**config.mk**
```make
export PLATFORM = sky130hd
export DESIGN_NAME = ocp_master_arbiter
export DESIGN_NICKNAME = d
export VERILOG_FILES = /design/src/rtl/ocp_pkg.sv /design/src/rtl/ocp_resp_fifo.sv /design/src/rtl/ocp_master_arbiter.sv
export SDC_FILE = /design/constraint.sdc
export NUM_CORES = 1
export LEC_CHECK = 0
export CORE_AREA = 2 2 155 157
export CTS_CLUSTER_DIAMETER = 60
export CTS_CLUSTER_SIZE = 24
export DETAILED_ROUTE_END_ITERATION = 8
export DIE_AREA = 0 0 157 159
export DONT_BUFFER_PORTS = 1
export GPL_TIMING_DRIVEN = 0
export HOLD_SLACK_MARGIN = 0.02
export PLACE_DENSITY = 0.48
export SLEW_MARGIN = 5
export SYNTH_ARGS = -nofsm -noshare
export SYNTH_HDL_FRONTEND = slang
export SYNTH_SLANG_ARGS = --single-unit
```
**constraint.sdc**
```tcl
create_clock -name Clk -period 4 [get_ports Clk]
set_input_delay 0.6 -clock Clk [delete_from_list [all_inputs] [get_ports Clk]]
set_output_delay 0.6 -clock Clk [all_outputs]
set_load 0.03 [all_outputs]
```
**src/rtl/ocp_pkg.sv**
```systemverilog
// Shared OCP 3.0 encodings used by the OCP masters and the request arbiter.
package ocp_pkg;

  // OCP master command encoding
  typedef enum logic [2:0] {
    MCMD_IDLE = 3'b000,
    MCMD_WR   = 3'b001,
    MCMD_RD   = 3'b010,
    MCMD_WRNP = 3'b101
  } mcmd_e;

  // OCP slave response encoding
  typedef enum logic [1:0] {
    SRESP_NULL = 2'b00,
    SRESP_DVA  = 2'b01,
    SRESP_FAIL = 2'b10,
    SRESP_ERR  = 2'b11
  } sresp_e;

  // Arbiter control states
  typedef enum logic {
    ARB_ST_ARB   = 1'b0,
    ARB_ST_ISSUE = 1'b1
  } arb_state_e;

endpackage

```
**src/rtl/ocp_resp_fifo.sv**
```systemverilog
// Small in-order FIFO of requester indices for outstanding OCP responses.
// Push and pop in the same cycle are both performed; a push into a full FIFO
// is only accepted when a pop frees the head in that same cycle.
module ocp_resp_fifo #(
  parameter int unsigned WIDTH = 2,
  parameter int unsigned DEPTH = 4
) (
  input  logic                       Clk,
  input  logic                       reset,
  input  logic                       push,
  input  logic [WIDTH-1:0]           push_data,
  input  logic                       pop,
  output logic [WIDTH-1:0]           head,
  output logic [$clog2(DEPTH):0]     count,
  output logic                       full,
  output logic                       empty
);

  localparam int unsigned PTR_W = (DEPTH > 1) ? $clog2(DEPTH) : 1;
  localparam int unsigned CNT_W = $clog2(DEPTH) + 1;

  logic [WIDTH-1:0] r_mem [DEPTH];
  logic [PTR_W-1:0] r_wr_ptr;
  logic [PTR_W-1:0] r_rd_ptr;
  logic [CNT_W-1:0] r_count;
  logic             w_do_push;
  logic             w_do_pop;

  assign w_do_pop  = pop && (r_count != '0);
  assign w_do_push = push && ((r_count != CNT_W'(DEPTH)) || w_do_pop);

  // Storage write; contents need no reset since count guards every read
  always_ff @(posedge Clk) begin
    if (w_do_push) begin
      r_mem[r_wr_ptr] <= push_data;
    end
  end

  // Pointer and occupancy tracking
  always_ff @(posedge Clk) begin
    if (reset) begin
      r_wr_ptr <= '0;
      r_rd_ptr <= '0;
      r_count  <= '0;
    end else begin
      if (w_do_push) begin
        r_wr_ptr <= (r_wr_ptr == PTR_W'(DEPTH - 1)) ? '0 : r_wr_ptr + PTR_W'(1);
      end
      if (w_do_pop) begin
        r_rd_ptr <= (r_rd_ptr == PTR_W'(DEPTH - 1)) ? '0 : r_rd_ptr + PTR_W'(1);
      end
      case ({w_do_push, w_do_pop})
        2'b10:   r_count <= r_count + CNT_W'(1);
        2'b01:   r_count <= r_count - CNT_W'(1);
        default: r_count <= r_count;
      endcase
    end
  end

  assign head  = r_mem[r_rd_ptr];
  assign count = r_count;
  assign full  = (r_count == CNT_W'(DEPTH));
  assign empty = (r_count == '0);

endmodule

```
**src/rtl/ocp_master_arbiter.sv**
```systemverilog
// Round-robin arbiter sharing one OCP master port between NREQ requesters.
// Reads are tracked in order so each response returns to its issuer.
// Build option OCP_ARB_WRITE_RESP_EN: writes issue as WRNP and are tracked
// like reads; otherwise writes are posted WR commands.
module ocp_master_arbiter
  import ocp_pkg::*;
#(
  parameter int unsigned NREQ        = 4,
  parameter int unsigned ADDR_W      = 64,
  parameter int unsigned DATA_W      = 8,
  parameter int unsigned OUTST_DEPTH = 4
) (
  input  logic                     Clk,
  input  logic                     reset,
  input  logic                     EnableClk,
  input  logic [NREQ-1:0]          req_valid,
  input  logic [NREQ-1:0]          req_write,
  input  logic [NREQ*ADDR_W-1:0]   req_addr,
  input  logic [NREQ*DATA_W-1:0]   req_wdata,
  output logic [NREQ-1:0]          req_ready,
  output logic [NREQ-1:0]          resp_valid,
  output logic [DATA_W-1:0]        resp_data,
  output logic                     resp_err,
  output logic                     stray_resp,
  output logic [2:0]               MCmd,
  output logic [ADDR_W-1:0]        MAddr,
  output logic [DATA_W-1:0]        MData,
  output logic                     MRespAccept,
  input  logic                     SCmdAccept,
  input  logic [1:0]               SResp,
  input  logic [DATA_W-1:0]        SData
);

  localparam int unsigned IDX_W = $clog2(NREQ);
  localparam int unsigned CNT_W = $clog2(OUTST_DEPTH) + 1;

`ifdef OCP_ARB_WRITE_RESP_EN
  localparam logic  WR_RESP = 1'b1;
  localparam mcmd_e WR_CMD  = MCMD_WRNP;
`else
  localparam logic  WR_RESP = 1'b0;
  localparam mcmd_e WR_CMD  = MCMD_WR;
`endif

  arb_state_e        r_state;
  arb_state_e        w_state_nxt;
  logic [IDX_W-1:0]  r_rr_ptr;
  logic [IDX_W-1:0]  r_grant;
  logic [IDX_W-1:0]  w_win_idx;
  logic              w_win_found;
  logic [NREQ-1:0]   w_elig;
  logic              w_room;
  mcmd_e             r_mcmd;
  logic [ADDR_W-1:0] r_maddr;
  logic [DATA_W-1:0] r_mdata;
  logic              r_track;
  logic              w_load;
  logic              w_accept;
  logic              w_push;
  logic              w_pop;
  logic              w_resp_any;
  logic [IDX_W-1:0]  w_fifo_head;
  logic [CNT_W-1:0]  w_fifo_count;
  logic              w_fifo_full;
  logic              w_fifo_empty;
  logic [ADDR_W-1:0] w_addr_arr [NREQ];
  logic [DATA_W-1:0] w_data_arr [NREQ];

  // Unpack per-requester payloads
  for (genvar gi = 0; gi < NREQ; gi++) begin : g_unpack
    assign w_addr_arr[gi] = req_addr[gi*ADDR_W +: ADDR_W];
    assign w_data_arr[gi] = req_wdata[gi*DATA_W +: DATA_W];
  end

  // Eligibility: tracked commands need a free slot (count before this cycle's pop)
  always_comb begin
    w_room = (w_fifo_count < CNT_W'(OUTST_DEPTH));
    w_elig = '0;
    for (int i = 0; i < int'(NREQ); i++) begin
      w_elig[i] = req_valid[i] && (w_room || (req_write[i] && !WR_RESP));
    end
  end

  // Round-robin scan upward from rr_ptr with wrap-around
  always_comb begin
    w_win_found = 1'b0;
    w_win_idx   = '0;
    for (int off = 0; off < int'(NREQ); off++) begin
      if (!w_win_found && w_elig[IDX_W'((int'(r_rr_ptr) + off) % int'(NREQ))]) begin
        w_win_found = 1'b1;
        w_win_idx   = IDX_W'((int'(r_rr_ptr) + off) % int'(NREQ));
      end
    end
  end

  // State register
  always_ff @(posedge Clk) begin
    if (reset) begin
      r_state <= ARB_ST_ARB;
    end else begin
      r_state <= w_state_nxt;
    end
  end

  // Next state, latch/accept strobes and the combinational ready pulse
  always_comb begin
    w_state_nxt = r_state;
    w_load      = 1'b0;
    w_accept    = 1'b0;
    req_ready   = '0;
    if (EnableClk && !reset) begin
      case (r_state)
        ARB_ST_ARB: begin
          if (w_win_found) begin
            w_load      = 1'b1;
            w_state_nxt = ARB_ST_ISSUE;
          end
        end
        ARB_ST_ISSUE: begin
          if (SCmdAccept) begin
            w_accept    = 1'b1;
            req_ready   = NREQ'(1) << r_grant;
            w_state_nxt = ARB_ST_ARB;
          end
        end
        default: w_state_nxt = ARB_ST_ARB;
      endcase
    end
  end

  // Latch the winning command and advance the round-robin pointer on accept
  always_ff @(posedge Clk) begin
    if (reset) begin
      r_mcmd   <= MCMD_IDLE;
      r_maddr  <= '0;
      r_mdata  <= '0;
      r_grant  <= '0;
      r_rr_ptr <= '0;
      r_track  <= 1'b0;
    end else if (w_load) begin
      r_grant <= w_win_idx;
      r_mcmd  <= req_write[w_win_idx] ? WR_CMD : MCMD_RD;
      r_maddr <= w_addr_arr[w_win_idx];
      r_mdata <= w_data_arr[w_win_idx];
      r_track <= !req_write[w_win_idx] || WR_RESP;
    end else if (w_accept) begin
      r_mcmd   <= MCMD_IDLE;
      r_rr_ptr <= (r_grant == IDX_W'(NREQ - 1)) ? '0 : r_grant + IDX_W'(1);
    end
  end

  assign w_resp_any = EnableClk && !reset && (SResp != SRESP_NULL);
  assign w_pop      = w_resp_any && !w_fifo_empty;
  assign w_push     = w_accept && r_track && (!w_fifo_full || w_pop);

  ocp_resp_fifo #(
    .WIDTH (IDX_W),
    .DEPTH (OUTST_DEPTH)
  ) u_resp_fifo (
    .Clk       (Clk),
    .reset     (reset),
    .push      (w_push),
    .push_data (r_grant),
    .pop       (w_pop),
    .head      (w_fifo_head),
    .count     (w_fifo_count),
    .full      (w_fifo_full),
    .empty     (w_fifo_empty)
  );

  // Route each response to the head requester; flag responses with nothing outstanding
  always_ff @(posedge Clk) begin
    if (reset) begin
      resp_valid <= '0;
      resp_data  <= '0;
      resp_err   <= 1'b0;
      stray_resp <= 1'b0;
    end else if (EnableClk) begin
      resp_valid <= '0;
      if (w_pop) begin
        resp_valid <= NREQ'(1) << w_fifo_head;
        resp_data  <= SData;
        resp_err   <= SResp[1];
      end else if (w_resp_any) begin
        stray_resp <= 1'b1;
      end
    end
  end

  assign MCmd        = r_mcmd;
  assign MAddr       = r_maddr;
  assign MData       = r_mdata;
  assign MRespAccept = 1'b1;

endmodule

```
* Word-level counts from Yosys, hierarchy flattened
Memory sizes are Yosys's and may differ from the RTL's. A register that Yosys moved wholly into a read port is not among the register bits.
Index checks and enable logic that the tools add are counted.
** Storage, ports and cells
- Bits in registers :: 102
- RAM bits :: 8
- Input bits :: 310
- Output and inout port bits :: 94
- Logic and storage cells :: 129
- Memories :: 1
** Cells by class
- Add/subtract/negate cells :: 8
- Order comparisons :: 7
- Equal/unequal tests :: 7
- Shift-type cells :: 2
- Muxes and demuxes :: 51
- Bitwise operators :: 4
- Reductions and logical operators :: 35
** Memories
- u_resp_fifo.r_mem :: words 4, bits a word 2, read ports 1, clocked after Yosys merged registers in 1, write ports 1, line ocp_resp_fifo.sv:22 : logic [WIDTH-1:0] r_mem [DEPTH];
** Operator list (count)
- $bmux 64 s2 :: 1
- $mux 64 :: 2
- $mux 1 :: 22
- $mux 2 :: 10
- $bmux 8 s2 :: 1
- $lt 2x4->1 const B :: 4
- $mux 4 :: 4
- $mux 8 :: 2
- $logic_and 1x1->1 :: 14
- $bmux 1 s2 :: 5
- $add 2x1->2 const B :: 4
- $eq 2x2->1 const B :: 4
- $shl 1x2->4 const A :: 2
- $logic_not 1->1 :: 7
- $logic_or 1x1->1 :: 6
- $mux 3 :: 2
- $pmux 3 s2 :: 1
- $reduce_bool 2->1 :: 3
- $add 2x2->2 const B :: 2
- $reduce_and 2->1 :: 2
- $add 3x1->3 const B :: 1
- $eq 3x3->1 const B :: 1
- $ge 3x3->1 const B :: 1
- $logic_not 3->1 :: 1
- other kinds (10) :: 12

* Depth between registers and ports, before layout
- Depth after elaboration :: 21
- Mapped depth :: 11
- Depth with buffers taken out :: 11

* Cells and area by module
From an unflattened synthesis, not the netlist that was laid out.
** Second synthesis, totals
- Cell total of the unflattened synthesis :: 787
- Area, all modules :: 6402.4 um^2
** Modules (own cells, without submodules)
- ocp_master_arbiter :: times used 1, cells each 718, area an instance 5572.8 um^2, seq. area each 1881.8 um^2
- ocp_resp_fifo :: times used 1, cells each 69, area an instance 829.5 um^2, seq. area each 420.4 um^2

* Worst setup path after synthesis
OpenSTA, ideal clock, no wires.
- Path kind :: input-to-reg
- From :: input port EnableClk
- To :: register u_resp_fifo.r_count[2] (netlist: u_resp_fifo.count[2])
- Library setup time :: 0.070 ns
- Arrival time :: 2.876 ns
- Data required time :: 3.930 ns
- Setup slack :: 1.054 ns
- Cell stages on the path :: 11
- Path buffers :: 1
- Cells stage by stage :: inv_1 -> nor2_1 -> o21ai_0 -> nor2_1 -> buf_2 -> ha_1 -> inv_1 -> fa_1 -> xor2_1 -> or3_1 -> a21oi_1
** On the way
- Longest elaborated chain between the ends :: 8
- Elaborated cells between the ends (all ways) :: 14
- Classes of those cells :: 2 x eq/ne; 2 x mux; 10 x reduce/logical
** Ends and longest elaborated chain
- start, declared :: line ocp_master_arbiter.sv:15 : input logic EnableClk,
- $logic_and 1x1->1 (*) :: line ocp_master_arbiter.sv:111, ocp_master_arbiter.sv:152
- $logic_and 1x1->1 :: line ocp_master_arbiter.sv:152 : assign w_resp_any = EnableClk && !reset && (SResp != SRESP_NULL);
- $logic_and 1x1->1 :: line ocp_master_arbiter.sv:153 : assign w_pop = w_resp_any && !w_fifo_empty;
- $logic_or 1x1->1 / $logic_and 1x1->1 (equally long branches) :: line ocp_master_arbiter.sv:154, ocp_resp_fifo.sv:29
- $logic_and 1x1->1 / $logic_or 1x1->1 (equally long branches) :: line ocp_master_arbiter.sv:154, ocp_resp_fifo.sv:30
- $logic_and 1x1->1 :: line ocp_resp_fifo.sv:30 : assign w_do_push = push && ((r_count != CNT_W'(DEPTH)) || w_do_pop);
- $eq 2x1->1 / $eq 2x2->1 (equally long branches) :: line ocp_resp_fifo.sv:52 : case ({w_do_push, w_do_pop})
- $pmux 3 s2 / $reduce_bool 2->1 (equally long branches)
- end signal, assigned :: line ocp_resp_fifo.sv:53 : 2'b10: r_count <= r_count + CNT_W'(1);
- end signal, assigned :: line ocp_resp_fifo.sv:54 : 2'b01: r_count <= r_count - CNT_W'(1);
- end signal, assigned :: line ocp_resp_fifo.sv:55 : default: r_count <= r_count;
- end, declared :: line ocp_resp_fifo.sv:25 : logic [CNT_W-1:0] r_count;
Every way passes the cells marked *; elsewhere a longest branch is shown, timed or not.
A chain may end at the register's enable or synchronous reset.

* Worst setup path after layout
Ends and elaborated chain as after synthesis.

==> impl_metrics.toml <==
[worst_setup_path]
crit_fanout = 10
worstSetupStartpointType = "input pin"
end_kind = "flop"
path_cells = "inv_1, nor2_1, o21ai_0, nor2_1, buf_2, ha_1, inv_1, fa_1, xor2_1, or3_1, a21oi_1"
cp.required_ns = 4.29
worstSetupPathType = "input pin to flop"
rr_worst_depth = 11
cpPeakStageDelay_ns = 0.56
crit_slowest_cell = "nor2_1"
arrival_ns = 3.29

[sta]
period_share = 0.750
hold_viol = 0
max_freq_mhz = 333
drv_slew = 0
fin_ws_ns = 0.999
tightest_slew_ns = 0.912
skew_ns = 0.0162
setup_viol = 0
finalSetupTns_ns = 0
fin_crit_ns = 3.00
relSlewSlack = 0.387
rsz0062_at_grt = "no"

[yosys]
synth_edf_count = 8
synthSimpleGateAreaFrac = 0.140
ys_seq_elements = 111
yosysUniqueCellTypes = 63
synth_area_per_cell_um2 = 10.1
synth.most_common_cell = "nor2_1"
synth_xor_area_frac = 0.00246
synth_compound_area_frac = 0.358
synth_largest_area_cell = "dfxtp_1"
syn-cell-area_um2 = 7130
synthCells = 709
synth-async-reset-ratio = 0
synth_top_area_frac = 0.289
syn_nets = 1030
synth_top_family_by_area = "compound AO/OA/AOI/OAI gates"
synthTopCellsByArea = "dfxtp_1, a311oi_2, o221a_1"
synth_common_cells = "nor2_1, dfxtp_1, o21ai_0"
synth_seq_area_share = 0.323
synthMuxAreaShare = 0.0348
yosysWarnings = 0
synth_adder_area_share = 0.0204
synthFlopType = "dfxtp_1"

[final_layout]
final.fill_count = 2400
area_growth_pct = 9.74
final_area_um2 = 7820
fin_util = 0.337
seqCellArea_um2 = 2300
multi_input_area_um2 = 3970
nets = 1041
final_layout_size_suffix_gt1_frac = 0.232

[detailed_routing]
viasPerCell = 5.94
wl_per_cell_um = 26.0
drt_iter0_drc = 672
vias = 6222
drc = 0
wl_um = 27200
drtAntennaViolNets = 0
drt_first_pass_iters = 6

[floorplan]
die_x_um = 157
die_area_um2 = 25000
rows = 56
start_util = 0.307
coreArea_um2 = 23200
ios = 404
dieHeight_um = 159

[power_and_ir_drop]
switching_power_w = 0.00101
internal-power_w = 0.00188
comb_power_share = 0.186
p_leak_nw = 2.56
p_seq_frac = 0.488
clkPwrFrac = 0.326
p_sw_frac = 0.351
max-vdd-ir-drop_uv = 181
p_per_area_nw_per_um2 = 370

[hold_path]
hp-class = "input pin to flop"
holdPathStages = 2

[global_routing]
grt_pass1_wl_um = 39200
grt.total_usage = 0.205
grt-ovfl-total = 0
antenna_found_initial = 4
grt_pass1_vias = 6270
grt_max_degree = 21

[placed_design]
pre_cts_ws_ns = 0.598
placed_area_um2 = 7530
port_buffers = 0
dp_hpwl_um = 21000
place_congestion = 0.867

[clock_tree]
root_buffer = "clkbuf_16"
hold_buffers = 0
cts_buffer_depth = 2
numCtsBuffers = 9
cts_setup_buffers = 0
clkTransAtPathRegs_ns = 0.08
cts_sinks = 111
ctsResizeCount = 0
cts_tree = "done"
cts_htree_levels = 3
clock_latency_ns = 0.37

[outcome]
status = "completed"

[job]
cap_violations = 0
[layer usage]
layer  vias to the layer above  routed length, um  GRT usage
li1                       2778                  -          -
met1                      3049              10500      0.238
met5                         -                  0          0
met3                        55               2530     0.0740
met4                         0                833     0.0767
met2                       340              13300      0.345
[state kept, by name, summed over array words and instances (netlist names), 3 cells and up, named ones only]
register,cells
resp_valid,4
MAddr,64
resp_data,8
u_resp_fifo.r_mem,8
MData,8
u_resp_fifo.count,3
[worst max-delay path, delay by kind of cell]
kind	cells	cell delay (ns)
AND/OR/NAND/NOR	3	0.97
AO/OA/AOI/OAI	2	0.35
XOR/XNOR	1	0.15
adder cells (fa/ha/maj)	2	0.65
buffers and inverters	3	0.55
[through the flow]
stage / hold slack, ns / cells / total power [W]
after floorplan: 0.481 / 709 / 0.00185
after global placement: 0.505 / 1028 / 0.00196
after detailed placement: 0.529 / 1028 / 0.00198
after CTS: 0.376 / 1044 / 0.00292
after global routing: 0.381 / 1047 / 0.00301
final: 0.391 / 1047 / 0.00289
[layout by cell type (no fill, tap or decap), types with 15 or more instances in the layout]
master / instances
a311oi_2: 70
clkbuf_8: 20
dfxtp_1: 103
inv_1: 15
mux2i_1: 18
nand3_1: 73
nor2_1: 106
o21ai_0: 76
o221a_1: 70
[power by group through the flow]
stage | clock network, W | registers (W) | logic, W
floorplan | 0 | 0.00141 | 0.000434
CTS | 0.000968 | 0.00141 | 0.000538
global route | 0.00101 | 0.00142 | 0.000583
finish | 0.000942 | 0.00141 | 0.000538
global placement | 0 | 0.00144 | 0.000520
detailed placement | 0 | 0.00144 | 0.000537
[final timing paths]
kind | start | to | slack (ns)
worst min register to register | r_state$_SDFFE_PP0P_ | r_state$_SDFFE_PP0P_ | 0.55
worst min-delay path | SData[1] | resp_data[1]$_SDFFE_PP0P_ | 0.39
worst max register to register | r_state$_SDFFE_PP0P_ | u_resp_fifo.count[2]$_SDFFE_PP0P_ | 1.0
worst max-delay path | EnableClk | u_resp_fifo.count[2]$_SDFFE_PP0P_ | 1.0
[final cells by class]
class / count / area share
diodes: 3 / 0.000960
plain buffers: 77 / 0.102
clock buffers: 9 / 0.0288
clock inverters: 7 / 0.00800
inverters: 15 / 0.00720
multi-input cells: 506 / 0.507
flip-flops and latches: 111 / 0.294
well taps: 319 / 0.0510
[cells by family after synthesis]
logic type	count (synthesis)
flip-flops	111
other	2
buffers and inverters	92
XOR/XNOR	2
adder cells (fa/ha/maj)	11
multiplexers	21
AND/OR/NAND/NOR	216
AO/OA/AOI/OAI	254
(Power assumes the default switching activity.)
